==> src/rtl/alu_iterative.sv <==
// Execute-stage ALU: single-cycle logic/arith/compare ops, iterative shift-add MULT and restoring DIV.
// Define ALU_SIGNED_MULDIV_EN to make codes 1000/1010 signed; otherwise they alias the unsigned ops.
module alu_iterative #(
  parameter int WIDTH = 32
) (
  input  logic             clk,
  input  logic             reset,
  input  logic             in_valid,
  output logic             in_ready,
  input  logic [WIDTH-1:0] a,
  input  logic [WIDTH-1:0] b,
  input  logic [3:0]       control,
  output logic             out_valid,
  output logic [WIDTH-1:0] result,
  output logic [WIDTH-1:0] hi,
  output logic             zero,
  output logic             div_by_zero,
  output logic             busy
);

  localparam int CW = (WIDTH > 1) ? $clog2(WIDTH) : 1;

  typedef enum logic [1:0] {IDLE, MUL, DIV, DONE} state_t;

  state_t          state, state_next;
  logic [CW-1:0]   count;
  logic [WIDTH-1:0] acc_hi, acc_lo, opnd_b, a_orig;
  logic            is_div, b_zero;
  logic            accept, is_mul_op, is_div_op, last_iter;
  logic [WIDTH-1:0] a_in, b_in, simple_res, fin_lo, fin_hi;
  logic [WIDTH:0]  mul_sum, div_shift, div_diff;
`ifdef ALU_SIGNED_MULDIV_EN
  logic            signed_op, neg_q, neg_r;
`endif

  function automatic logic [WIDTH-1:0] alu_simple(input logic [3:0] op,
                                                 input logic [WIDTH-1:0] x,
                                                 input logic [WIDTH-1:0] y);
    logic signed [WIDTH-1:0] sx, sy;
    logic [WIDTH-1:0] r;
    sx = x;
    sy = y;
    case (op)
      4'b0000: r = x & y;
      4'b0001: r = x | y;
      4'b0010: r = x + y;
      4'b0110: r = x - y;
      4'b0111: r = {{(WIDTH-1){1'b0}}, (sx < sy)};
      4'b0011: r = x ^ y;
      4'b0100: r = ~(x | y);
      4'b0101: r = {{(WIDTH-1){1'b0}}, (x < y)};
      default: r = '0;
    endcase
    return r;
  endfunction

`ifdef ALU_SIGNED_MULDIV_EN
  function automatic logic [WIDTH-1:0] abs_val(input logic [WIDTH-1:0] x);
    return x[WIDTH-1] ? (~x + 1'b1) : x;
  endfunction
`endif

  assign accept    = in_valid && in_ready;
  assign is_mul_op = (control[3:1] == 3'b100);
  assign is_div_op = (control[3:1] == 3'b101);
  assign last_iter = (count == CW'(WIDTH-1));
  assign simple_res = alu_simple(control, a, b);

  // Operand conditioning at accept: magnitudes for signed ops
  always_comb begin
    a_in = a;
    b_in = b;
`ifdef ALU_SIGNED_MULDIV_EN
    signed_op = !control[0] && (is_mul_op || is_div_op);
    if (signed_op) begin
      a_in = abs_val(a);
      b_in = abs_val(b);
    end
`endif
  end

  // One iteration of each algorithm; acc_lo holds multiplier / dividend bits being consumed
  always_comb begin
    mul_sum   = {1'b0, acc_hi} + (acc_lo[0] ? {1'b0, opnd_b} : {(WIDTH+1){1'b0}});
    div_shift = {acc_hi, acc_lo[WIDTH-1]};
    div_diff  = div_shift - {1'b0, opnd_b};
  end

  // Final sign fix-up and divide-by-zero override applied while in DONE
  always_comb begin
    fin_lo = acc_lo;
    fin_hi = acc_hi;
`ifdef ALU_SIGNED_MULDIV_EN
    if (is_div) begin
      if (neg_q) fin_lo = ~acc_lo + 1'b1;
      if (neg_r) fin_hi = ~acc_hi + 1'b1;
    end else if (neg_q) begin
      {fin_hi, fin_lo} = ~{acc_hi, acc_lo} + 1'b1;
    end
`endif
    if (is_div && b_zero) begin
      fin_lo = '1;
      fin_hi = a_orig;
    end
  end

  always_comb begin
    state_next = state;
    case (state)
      IDLE: if (accept && is_mul_op) state_next = MUL;
            else if (accept && is_div_op) state_next = DIV;
      MUL:  if (last_iter) state_next = DONE;
      DIV:  if (last_iter) state_next = DONE;
      DONE: state_next = IDLE;
      default: state_next = IDLE;
    endcase
  end

  assign in_ready = (state == IDLE);
  assign busy     = !in_ready;

  always_ff @(posedge clk) begin
    if (reset) begin
      state <= IDLE;
      count <= '0;
    end else begin
      state <= state_next;
      if (accept) count <= '0;
      else if (state == MUL || state == DIV) count <= count + CW'(1);
    end
  end

  // Iteration datapath: loaded at accept, stepped once per cycle in MUL/DIV
  always_ff @(posedge clk) begin
    if (accept) begin
      acc_hi <= '0;
      acc_lo <= a_in;
      opnd_b <= b_in;
      a_orig <= a;
      is_div <= is_div_op;
      b_zero <= (b == '0);
`ifdef ALU_SIGNED_MULDIV_EN
      neg_q  <= signed_op && (a[WIDTH-1] ^ b[WIDTH-1]);
      neg_r  <= signed_op && a[WIDTH-1];
`endif
    end else if (state == MUL) begin
      acc_hi <= mul_sum[WIDTH:1];
      acc_lo <= {mul_sum[0], acc_lo[WIDTH-1:1]};
    end else if (state == DIV) begin
      if (!div_diff[WIDTH]) begin
        acc_hi <= div_diff[WIDTH-1:0];
        acc_lo <= {acc_lo[WIDTH-2:0], 1'b1};
      end else begin
        acc_hi <= div_shift[WIDTH-1:0];
        acc_lo <= {acc_lo[WIDTH-2:0], 1'b0};
      end
    end
  end

  // Registered outputs; held between out_valid pulses
  always_ff @(posedge clk) begin
    if (reset) begin
      out_valid   <= 1'b0;
      result      <= '0;
      hi          <= '0;
      zero        <= 1'b1;
      div_by_zero <= 1'b0;
    end else begin
      out_valid <= 1'b0;
      if (accept && !is_mul_op && !is_div_op) begin
        out_valid   <= 1'b1;
        result      <= simple_res;
        hi          <= '0;
        zero        <= (simple_res == '0);
        div_by_zero <= 1'b0;
      end else if (state == DONE) begin
        out_valid   <= 1'b1;
        result      <= fin_lo;
        hi          <= fin_hi;
        zero        <= (fin_lo == '0);
        div_by_zero <= is_div && b_zero;
      end
    end
  end

endmodule

==> config.mk <==
export PLATFORM = sky130hd
export DESIGN_NAME = alu_iterative
export DESIGN_NICKNAME = d
export VERILOG_FILES = /design/src/rtl/alu_iterative.sv
export SDC_FILE = /design/constraint.sdc
export NUM_CORES = 1
export LEC_CHECK = 0
export BUFFER_PORTS_ARGS = -buffer_cell sky130_fd_sc_hd__buf_2
export CAP_MARGIN = 20
export CORE_ASPECT_RATIO = 0.6
export CORE_UTILIZATION = 40
export CTS_CLUSTER_DIAMETER = 120
export DETAILED_ROUTE_END_ITERATION = 16
export SKIP_LAST_GASP = 1
export SLEW_MARGIN = 20
export SYNTH_ARGS = -nofsm -noshare
export SYNTH_HDL_FRONTEND = slang
export SYNTH_SLANG_ARGS = --single-unit
==> constraint.sdc <==
create_clock -name clk -period 4.5 [get_ports clk]
set_clock_uncertainty 0.2 [all_clocks]
set_input_delay 0.675 -clock clk [delete_from_list [all_inputs] [get_ports clk]]
set_output_delay 0.675 -clock clk [all_outputs]
set_load 0.02 [all_outputs]
# Yosys cells after proc, flatten, opt, wreduce, memory -nomap -nowiden
# Index checks and enable logic that the tools add are counted.
[word_totals]
out_inout_bits = 69
romBits = 0
n_memories = 0
ff_bits = 204
mem_bits_rw = 0
latchBits = 0
in_bits = 71
[op_classes]
mux = 21
n_bitwise = 4
eq_ne = 15
mul = 0
magnitude_cmp = 2
addsub = 5
reduce_logical = 22
shifts = 0
n_div = 0
[op_table]
columns = ["cell", "n"]
rows = [
  ["32-bit two-way mux", 11],
  ["32-bit one-hot mux with 8 select lines", 1],
  ["32-bit zero test", 3],
  ["32-bit less-than comparator", 2],
  ["32-bit by 32-bit adder with 33-bit output", 1],
  ["33-bit by 32-bit subtractor with 33-bit output", 1],
  ["32-bit adder", 1],
  ["32-bit AND", 1],
  ["32-bit NOT", 1],
  ["32-bit bitwise OR", 1],
  ["32-bit subtractor", 1],
  ["32-bit bitwise XOR", 1],
  ["4-bit by 3-bit == test with 1-bit output, second input constant", 4],
  ["4-bit by 2-bit == test with 1-bit output, second input constant", 2],
  ["3-bit == test, second input constant", 2],
  ["1-bit logical AND", 6],
  ["2-bit two-way mux", 3],
  ["2-bit one-hot mux with 3 select lines", 1],
  ["2-bit OR reduction", 3],
  ["5-bit by 1-bit adder with 5-bit output, second input constant", 1],
  ["5-bit == test, second input constant", 1],
  ["1-bit two-way mux", 5],
  ["2-bit == test, second input constant", 2],
  ["4-bit by 1-bit == test with 1-bit output, second input constant", 1],
  ["other kinds (10)", 13],
]

# Longest topological paths before layout
# Gate-level depths: netlist of the first run.
[depth]
ltp_word = 6
ltp_mapped = 17

# Least setup slack after synthesis of the first run
# Ideal clock, no wire load.
[synth_timing]
path_type = "input port to flip-flop"
from = "input port a[0]"
to = "register zero"
t_arrival_ps = 3960
required_ps = 4204
path_slack_ps = 245
n_path_buf = 0
cell_stages = 15
setup_time_ps = 96
path_cell_list = "inv_1 ha_1 fa_1 nor2_1 o311ai_4 a211oi_4 o21bai_1 a311o_1 mux2_4 a2111oi_4 nand4b_1 nor4_1 nand2_1 or3_1 o41ai_2"
[synth_via]
elab_chain_len = 5
word_cells_on_any_way = 11
cone_classes = "add/sub: 2; order compare: 2; mux: 2; bitwise: 4; reduce/logical: 1"
[synth_rtl]
columns = ["element", "line", "rtl"]
rows = [
  ["start, declared", "10", "input logic [WIDTH-1:0] a,"],
  ["parallel branches: the longest is 2 deep, another holds 32-bit subtractor", "--", ""],
  ["32-bit one-hot mux with 8 select lines (*)", "43", "case (op)"],
  ["32-bit zero test (*)", "174", "zero <= (simple_res == '0);"],
  ["1-bit two-way mux (*)", "170", "if (accept && !is_mul_op && !is_div_op) begin"],
  ["end signal, assigned", "174", ""],
  ["end signal, assigned", "180", "zero <= (fin_lo == '0);"],
  ["end, declared", "16", "output logic zero,"],
]
# Every way passes the cells marked *.
# A chain may end at the register's enable or synchronous reset.

# Worst setup path after layout of the first run
[layout_timing]
from = "register acc_lo[0]"
to = "register acc_hi[28]"
[layout_via]
elab_chain_len = 3
[layout_rtl]
columns = ["element", "line", "rtl"]
rows = [
  ["start, declared", "27", "logic [WIDTH-1:0] acc_hi, acc_lo, opnd_b, a_orig;"],
  ["start signal, assigned", "137", "acc_lo <= a_in;"],
  ["start signal, assigned", "148", "acc_lo <= {mul_sum[0], acc_lo[WIDTH-1:1]};"],
  ["start signal, assigned", "152", "acc_lo <= {acc_lo[WIDTH-2:0], 1'b1};"],
  ["32-bit two-way mux", "84", "mul_sum = {1'b0, acc_hi} + (acc_lo[0] ? {1'b0, opnd_b} : {(WIDTH+1){1'b0}});"],
  ["32-bit by 32-bit adder with 33-bit output", "84", ""],
  ["32-bit two-way mux", "146", "end else if (state == MUL) begin"],
  ["end signal, assigned", "147", "acc_hi <= mul_sum[WIDTH:1];"],
  ["end signal, assigned", "151", "acc_hi <= div_diff[WIDTH-1:0];"],
  ["end signal, assigned", "154", "acc_hi <= div_shift[WIDTH-1:0];"],
  ["end, declared", "27", ""],
]
# Every way passes these cells.

==> impl_metrics.yaml, run 1 <==
status:
  outcome: "complete, no violations"
hold_path:
  holdCritPathClass: "in -> reg"
clock_tree:
  clk_latency_ns: 0.55
  post_cts_buffers: 0
  cts_root_buf: "clkbuf_16"
  clockBufferDepth: 3
  numCtsBuffers: 23
  cts_tree: "yes"
  path_clk_slew_ns: 0.07
  cts_sinks: 204
  hold_buffers: 0
  htreeDepth: 1
routing:
  postRouteAntennaNets: 0
  vias: 19600
  top_layer_used: "met4"
  wl_per_cell_um: 24.0
  dr_wl_met2_um: 29800
  drcViolationCount: 0
  drt-met1-wl_um: 36500
  dr.pass1.iters: 6
  met3_length_um: 8750
  dr.first_iter.drc_count: 2461
  viasPerCell: 6.12
  wl_um: 77200
die:
  die_y_um: 167
  start_util_pct: 40.5
  rows: 60
  fp.dieW_um: 277
  core_area_um2: 44700
  die-area_um2: 46200
  ios: 140
layout:
  nets: 2854
  fill_cells: 4446
  layout-drive-gt1-share_pct: 20.4
  final_area_um2: 22300
  regArea_um2: 5060
  area.growth.synth_to_final_pct: 23.0
  final_cells: 3209
  multi_input_area_um2: 12100
synth:
  yosys.area.top_type: "edfxtp_1"
  synth-compound-area-share_pct: 26.0
  synth-simple-area-share_pct: 20.0
  seq_area_frac_synth_pct: 27.9
  synth-main-ff-cell: "dfxtp_1"
  ys_seq_elements: 204
  async_flop_share_pct: 0
  synth.avg_cell_area_um2: 8.06
  synth_area_leaders: "edfxtp_1 (16%), ha_1 (12%), dfxtp_1 (12%)"
  yosysMostFrequentCell: "nand2_1"
  yosysWarnings: 0
  synth_fa_ha_area_share_pct: 12.8
  syn_inst: 2252
  synth_mux_area_share_pct: 3.91
  ys_top_cells_by_count: "nand2_1 (212), ha_1 (179), nor2_1 (174)"
  synth_top_family_by_area: "compound AO/OA/AOI/OAI gates"
  yosysUniqueCellTypes: 89
  synth_xor_area_share_pct: 3.43
  synth-edff-count: 98
  yosysTopAreaCellShare_pct: 16.2
  synth_area_um2: 18100
  syn-num-nets: 2506
timing:
  period_needed_ns: 4.33
  drv_slew: 0
  finalSetupViolations: 0
  hold_viol: 0
  tightestPinTransition_ns: 1.07
  max_freq_mhz: 231
  relSlewSlack_pct: 28.0
  rsz0062_at_grt: "true"
  min_period_over_period_pct: 96.3
worst_setup_path:
  reg2reg_slack_ns: 0.17
  rr_endpoint: "acc_hi[28]$_SDFFE_PP0P_"
  r2r_start: "acc_lo[0]$_DFFE_PP_"
  end_kind: "register"
  crit_fanout: 4
  reg2reg_depth: 16
  cp-endpoint: "acc_hi[28]$_SDFFE_PP0P_"
  worstSetupPathType: "reg -> reg"
  startpoint_type: "register"
  arrival_ns: 4.55
  cp_data_required_time_ns: 4.72
  crit_start: "acc_lo[0]$_DFFE_PP_"
pwr:
  p_clk_share_pct: 20.8
  peakVddDrop_mv: 0.293
  p_per_area_nw_per_um2: 424
  seq_power_share_pct: 29.7
  netSwitchingPower_w: 0.00409
  p_leak_nw: 9.85
  internal-power_w: 0.00537
  swShare_pct: 43.2
  power_frac_comb_pct: 49.5
global_routing:
  grt_pass1_wl_um: 114000
  grt_max_degree: 82
  grt_pass1_vias: 18100
  track_usage_pct: 32.2
  antenna_found_initial: 3
  gr-total-overflow: 0
place:
  place_congestion: 1.03
  port_buffers: 139
  hpwl_um: 60800
  dp_cells: 3164
  placed_cell_area_um2: 21500
flow_run:
  max_cap_viol_count: 0
## state kept, by name, indices dropped and copies added (netlist names)
name,count
b_zero,1
out_valid,1
result,32
zero,1
acc_hi,32
opnd_b,32
count,5
div_by_zero,1
state,2
hi,32
acc_lo,32
is_div,1
a_orig,32
## placed cells by master, fill, tap and decap left out, types with 21 or more instances in the layout
master and instances:
nor3_1 58, a311oi_1 37, a21oi_1 146, a21o_1 46
nand4_1 21, o211ai_1 43, a211oi_1 45, and2_1 46
edfxtp_1 98, ha_1 177, inv_1 150, nand2_1 211
buf_2 139, o21ai_0 147, dfxtp_1 106, xor2_1 25
mux2i_1 66, nand2b_1 31, buf_4 311, or3_1 22
nor2_1 174, xnor2_1 45, clkbuf_16 23, nand3_1 80
nor2b_1 23, a31oi_1 42
## how the worst min path moves through the flow
stage,start,endpoint,slack [ns],depth (start not counted)
6_report,a[26],a_orig[26]$_DFFE_PP_,0.19,1
5_1_grt,a[26],a_orig[26]$_DFFE_PP_,0.19,1
4_1_cts,a[26],a_orig[26]$_DFFE_PP_,0.18,1
3_5_place_dp,div_by_zero$_SDFFE_PP0P_,div_by_zero$_SDFFE_PP0P_,0.27,2
3_3_place_gp,hi[6]$_SDFFE_PP0P_,hi[6]$_SDFFE_PP0P_,0.27,2
2_1_floorplan,state[1]$_SDFFE_PP0P_,state[1]$_SDFFE_PP0P_,0.28,2
## power by group through the flow
stage,clock [W],combinational [W],sequential (W)
3_5_place_dp,0,0.00451,0.00283
4_1_cts,0.00198,0.00454,0.00280
3_3_place_gp,0,0.00445,0.00282
2_1_floorplan,0,0.00295,0.00274
6_report,0.00197,0.00468,0.00281
5_1_grt,0.00205,0.00505,0.00285
## worst max-delay path, cell delays in order (launching register included)
cell,delay (ns)
edfxtp_1,0.45
buf_4,0.19
and2_1,0.15
ha_1,0.22
a21o_1,0.18
a21o_1,0.24
a2111oi_0,0.45
buf_4,0.19
o21a_1,0.12
o31a_1,0.25
o21ai_0,0.28
a21oi_2,0.31
o21bai_1,0.16
or3_1,0.33
a31oi_1,0.24
xor2_1,0.18
a31oi_1,0.09
## timing repair
action | CTS | global route
endpoints found under the hold margin | 0 | 0
gates resized for setup | 0 | 11
setup endpoints to repair | 0 | 4
## kinds of logic (layout without fill, tap and decap cells)
logic type / Yosys count / count (layout)
buffers and inverters: 283 / 647
other: 0 / 4
AO/OA/AOI/OAI: 693 / 693
AND/OR/NAND/NOR: 748 / 748
multiplexers: 70 / 70
flip-flops: 204 / 204
adder cells (fa/ha/maj): 183 / 183
XOR/XNOR: 71 / 71
## routing by layer
layer / vias to the layer above / global-route usage (%)
met5: - / 0
met4: 0 / 9.28
met3: 122 / 7.10
met2: 1113 / 43.8
met1: 9431 / 49.5
li1: 8973 / -
## stage by stage
stage               hold WS (ns)  total power, W  setup slack [ns]  TNS, ns  util, %
detailed placement         0.269         0.00734            -0.436   -0.805     48.0
floorplan                  0.279         0.00568             0.245        0        -
global placement           0.268         0.00727            -0.494   -0.620     48.0
finish                     0.188         0.00947             0.167        0     49.9
global route               0.189         0.00995           -0.0124  -0.0164     49.8
CTS                        0.177         0.00932            0.0998        0     49.7
## final cells by class
type                       count  area share (%)
clock buffer                  31            2.71
multi-input combinational   1765            54.2
tap                          589            3.30
sequential                   204            22.7
antenna                        4          0.0449
clock inverter                10           0.634
inverter                     154            2.61
timing repair buffer         452            13.8
Note: power is estimated with default switching activity, not from simulation.
==> run 2: changes to the inputs <==
MAX_ROUTING_LAYER = met4   (was unset)
==> run 2 against run 1 <==
Effect of this change: clock-buffer cell count fell by 3; final cell count rose by 0.16%; die area did not move; utilization rose by 0.18 points; first-iteration DRC count fell by 3.8%; register-to-register slack barely moved; design area rose by 0.36%; largest power group unchanged.
==> impl_metrics.yaml, run 2 (synthesis results as in run 1) <==
worst_setup_path:
  reg2reg_depth: 16
  crit_chain: "buf_2 > inv_1 > ha_1 > fa_1 > nor2_1 > buf_4 > o311ai_4 > a211oi_4 > o21bai_1 > a311o_1 > mux2_4 > a2111oi_4 > nand4b_1 > nor4_2 > nand2_1 > or3_1 > o41ai_2"
  crit_start: "a[0]"
  slowest_stage: "fa_1"
  worst-path-buf-inv: 3
  worstSetupPathType: "in -> reg"
  crit_fanout: 4
  reg2reg_slack_ns: 0.16
  cp-endpoint: "zero$_SDFFE_PP1P_"
  r2r_start: "acc_lo[31]$_DFFE_PP_"
  cp_data_required_time_ns: 4.76
  critPathTopFamily: "compound AO/OA/AOI/OAI gates"
  startpoint_type: "input pin"
  slowest_delay_ns: 0.42
  arrival_ns: 4.68
  rr_endpoint: "acc_hi[16]$_SDFFE_PP0P_"
  end_kind: "register"
  cp.depth: 17
routing:
  vias: 19500
  dr.first_iter.drc_count: 2368
  dr.pass1.iters: 5
  postRouteAntennaNets: 0
  wl_per_cell_um: 24.3
  viasPerCell: 6.05
  wl_um: 78200
  drcViolationCount: 0
clock_tree:
  htreeDepth: 1
  numCtsBuffers: 22
  path_clk_slew_ns: 0.07
  cts_sinks: 204
  clk_latency_ns: 0.55
  cts_root_buf: "clkbuf_16"
  clockBufferDepth: 3
  post_cts_buffers: 0
  cts_tree: "yes"
pwr:
  internal-power_w: 0.00547
  p_total_w: 0.00958
  p_per_area_nw_per_um2: 428
  p_clk_share_pct: 21.4
  p_leak_nw: 9.91
  netSwitchingPower_w: 0.00411
  swShare_pct: 42.9
  peakVddDrop_mv: 0.312
  seq_power_share_pct: 29.3
  power_frac_comb_pct: 49.2
timing:
  rsz0062_at_grt: "true"
  min_period_over_period_pct: 98.1
  period_needed_ns: 4.42
  max_freq_mhz: 226
  finalSetupViolations: 0
  tightestPinTransition_ns: 1.03
  hold_viol: 0
  drv_slew: 0
  relSlewSlack_pct: 30.9
die:
  die_y_um: 167
  core_area_um2: 44700
  fp.dieW_um: 277
  rows: 60
  start_util_pct: 40.5
  die-area_um2: 46200
  ios: 140
layout:
  utilization_pct: 50.0
  nets: 2862
  final_area_um2: 22400
  fill_cells: 4325
  final_cells: 3214
  final_cell_mix: "buf_4 (320), nand2_1 (212), ha_1 (177), nor2_1 (174), inv_1 (150)"
  layout-drive-gt1-share_pct: 20.5
  area.growth.synth_to_final_pct: 23.4
  final_common_cell: "buf_4"
flow_run:
  max_cap_viol_count: 0
place:
  placed_cell_area_um2: 21600
  dp_cells: 3173
  port_buffers: 139
  place_congestion: 1.03
  hpwl_um: 62500
global_routing:
  grt_pass1_vias: 17900
  grt_max_degree: 77
  grt_pass1_wl_um: 116000
  antenna_found_initial: 1
  gr-total-overflow: 0
  track_usage_pct: 33.9
hold_path:
  holdCritPathClass: "in -> reg"
status:
  outcome: "complete, no violations"
[run 2: cell count changes in the layout (fill, tap and decap cells not counted), sizes merged]
cell	delta
clkbuf	-3
inv	-1
clkinvlp	+2
diode	-3
bufinv	+1
buf	+9
[run 2: repair_timing]
item | 4_1_cts | 5_1_grt
endpoints found under the hold margin | 0 | 0
resized for setup | 0 | 5
hold buffers | 0 | 0
setup endpoints to repair | 0 | 3
[run 2: cell type report]
cell class / instances / area [um^2] / share of cell area [%]
Clock inverter: 12 / 188 / 0.838
Antenna cell: 1 / 2.50 / 0.0112
Clock buffer: 28 / 614 / 2.74
Tap cell: 589 / 737 / 3.29
Inverter: 154 / 583 / 2.60
Timing Repair Buffer: 461 / 3140 / 14.0
Sequential cell: 204 / 5060 / 22.6
Multi-Input combinational cell: 1765 / 12100 / 53.9
[run 2: per-layer routing]
| metal | GRT usage, % | up-vias | wire, um |
|---|---|---|---|
| met3 | 7.94 | 86 | 8070 |
| met4 | 7.03 | 0 | 1740 |
| met1 | 50.3 | 9360 | 37900 |
| li1 | - | 8991 | - |
| met5 | - | - | 0 |
| met2 | 45.7 | 1021 | 30500 |
[run 2: per-stage QoR]
| step | setup TNS [ns] | setup slack (ns) | hold WS [ns] |
|---|---|---|---|
| 2_1_floorplan | 0 | 0.245 | 0.279 |
| 3_3_place_gp | -1.19 | -0.660 | 0.264 |
| 3_5_place_dp | -0.974 | -0.449 | 0.265 |
| 4_1_cts | 0 | 0.0906 | 0.170 |
| 5_1_grt | -0.0466 | -0.0466 | 0.186 |
| 6_report | 0 | 0.0845 | 0.189 |
[run 2: how the worst min path moves through the flow]
stage                                   startpoint                       end  slack, ns  cells after the start
after floorplan              state[1]$_SDFFE_PP0P_     state[1]$_SDFFE_PP0P_       0.28                      2
after global placement    div_by_zero$_SDFFE_PP0P_  div_by_zero$_SDFFE_PP0P_       0.26                      2
after detailed placement  div_by_zero$_SDFFE_PP0P_  div_by_zero$_SDFFE_PP0P_       0.27                      2
after CTS                                    a[26]      a_orig[26]$_DFFE_PP_       0.17                      1
after global routing                         b[28]      opnd_b[28]$_DFFE_PP_       0.19                      1
final                                        a[25]      a_orig[25]$_DFFE_PP_       0.19                      1
[run 2: power by group through the flow]
stage	Sequential (W)	Clock [W]	Combinational [W]
global placement	0.00282	0	0.00451
global route	0.00285	0.00215	0.00510
floorplan	0.00274	0	0.00295
finish	0.00281	0.00205	0.00472
detailed placement	0.00283	0	0.00456
CTS	0.00279	0.00206	0.00460
==> run 3: changes to the inputs <==
==> constraint.sdc (replaced) <==
create_clock -name clk -period 4.5 [get_ports clk]
set_clock_uncertainty 0.2 [all_clocks]
set_input_delay 0.225 -clock clk [delete_from_list [all_inputs] [get_ports clk]]
set_output_delay 0.225 -clock clk [all_outputs]
set_load 0.02 [all_outputs]
==> run 3 against run 2 <==
Effect of this change: highest routed layer unchanged; design area fell by 2.3%; sequential power barely moved; wire length fell by 0.71%; maximum frequency fell by 1.4%; first-iteration DRC count rose by 14%; clock power fell by 3%; clock-buffer cell count fell by 2; register-to-register slack improved by 0.13 ns; largest power group unchanged; hold slack got worse by 0.10 ns.
==> impl_metrics.yaml, run 3 (synthesis results as in run 1) <==
status:
  outcome: "complete, no violations"
global_routing:
  grt_pass1_vias: 17600
  grt_max_degree: 84
  grt_pass1_wl_um: 114000
  track_usage_pct: 33.5
  antenna_found_initial: 2
  gr-total-overflow: 0
routing:
  drcViolationCount: 0
  dr.pass1.iters: 6
  dr.first_iter.drc_count: 2688
  vias: 19300
  wl_per_cell_um: 24.8
  wl_um: 77700
  postRouteAntennaNets: 0
  viasPerCell: 6.18
worst_setup_path:
  crit_fanout: 8
  slowest_stage: "or4_4"
  startpoint_type: "input pin"
  crit_chain: "dlygate4sd3_1 > buf_2 > inv_1 > ha_1 > or4_4 > nand2b_4 > a211oi_4 > o21bai_1 > a311o_1 > mux2_4 > a2111oi_4 > nand4b_1 > nor4_2 > nand2_1 > or3_1 > o41ai_2"
  worstSetupPathType: "in -> reg"
  end_kind: "register"
  cp_data_required_time_ns: 4.75
  arrival_ns: 4.73
  slowest_delay_ns: 0.57
clock_tree:
  cts_root_buf: "clkbuf_16"
  post_cts_buffers: 0
  path_clk_slew_ns: 0.08
  numCtsBuffers: 22
  cts_sinks: 204
  cts_tree: "yes"
  clk_latency_ns: 0.54
  clockBufferDepth: 3
  htreeDepth: 1
pwr:
  swShare_pct: 43.7
  netSwitchingPower_w: 0.00412
  p_per_area_nw_per_um2: 431
  internal-power_w: 0.00530
  peakVddDrop_mv: 0.261
  seq_power_share_pct: 30.1
  p_leak_nw: 9.41
  power_frac_comb_pct: 49.0
  p_clk_share_pct: 21.0
layout:
  final_common_cell: "nand2_1"
  area.growth.synth_to_final_pct: 20.6
  layout-drive-gt1-share_pct: 15.4
  final_cell_mix: "nand2_1 (212), ha_1 (175), nor2_1 (173), buf_4 (163), inv_1 (150)"
  final_area_um2: 21900
  nets: 2772
  utilization_pct: 48.9
place:
  port_buffers: 139
  place_congestion: 1.02
  hpwl_um: 60300
  placed_cell_area_um2: 20400
  pre_cts_ws_ns: -0.159
timing:
  whs_ns: 0.0856
  min_period_over_period_pct: 99.5
  drv_slew: 0
  period_needed_ns: 4.48
  hold_viol: 0
  tightestPinTransition_ns: 1.06
  finalSetupViolations: 0
  fin_ws_ns: 0.0241
  max_freq_mhz: 223
  rsz0062_at_grt: "true"
  relSlewSlack_pct: 29.3
hold_path:
  holdCritPathClass: "in -> reg"
die:
  rows: 60
  fp.dieW_um: 277
  core_area_um2: 44700
  start_util_pct: 40.5
  die_y_um: 167
  die-area_um2: 46200
  ios: 140
flow_run:
  max_cap_viol_count: 0
run 3: changes by cell type in the layout (fill, tap and decap cells not counted), sizes merged:
cell	previous run	this run
buf	461	306
bufinv	4	3
clkbuf	28	26
clkinvlp	2	3
diode	1	2
dlygate4sd3	0	65
inv	153	155
run 3: power by group through the flow:
stage | logic (W) | registers [W] | clock network, W
final | 0.00462 | 0.00283 | 0.00198
after CTS | 0.00448 | 0.00281 | 0.00200
after global placement | 0.00436 | 0.00284 | 0
after floorplan | 0.00295 | 0.00274 | 0
after detailed placement | 0.00441 | 0.00285 | 0
after global routing | 0.00500 | 0.00287 | 0.00207
run 3: final timing paths:
check / startpoint / depth (start not counted) / to / slack [ns]
max: a[12] / 16 / zero$_SDFFE_PP1P_ / 0.02
min: reset / 3 / state[1]$_SDFFE_PP0P_ / 0.09
max reg2reg: acc_lo[0]$_DFFE_PP_ / 15 / acc_hi[28]$_SDFFE_PP0P_ / 0.29
min reg2reg: hi[7]$_SDFFE_PP0P_ / 2 / hi[7]$_SDFFE_PP0P_ / 0.28
run 3: final cells by class:
cell class	count	area, um^2
fillers	4401	22900
inverters	154	583
repair buffers	371	2640
flip-flops and latches	204	5060
clock buffers	26	587
well taps	589	737
clock inverters	14	170
diodes	2	5.00
multi-input cells	1765	12100
run 3: routing by layer:
layer | GRT usage, % | part of all wire, % | wire, um
met1 | 50.5 | 47 | 36900
met2 | 44.6 | 39 | 30300
met4 | 8.14 | 2.5 | 1950
met5 | - | 0 | 0
met3 | 6.34 | 11 | 8530
run 3: timing repair:
item                                    in CTS  in global routing
gates resized for setup                      0                 15
hold buffers                                65                  0
hold endpoints to repair                   101                  0
endpoints found under the setup margin       0                  5
run 3: per-stage QoR:
step                      power, W  cells  TNS, ns
after global routing       0.00994   3124  -0.0930
after floorplan            0.00568   2252        0
final                      0.00943   3125        0
after global placement     0.00720   3017   -0.176
after detailed placement   0.00726   3017   -0.159
after CTS                  0.00929   3122        0
run 3: worst max-delay path, delay by kind of cell:
kind | cells | cell delay [ns]
AOI/OAI and AO/OA | 5 | 1.42
adders and majority gates | 1 | 0.40
buffers and inverters | 3 | 0.76
muxes | 1 | 0.29
and+or+nand+nor | 6 | 1.64
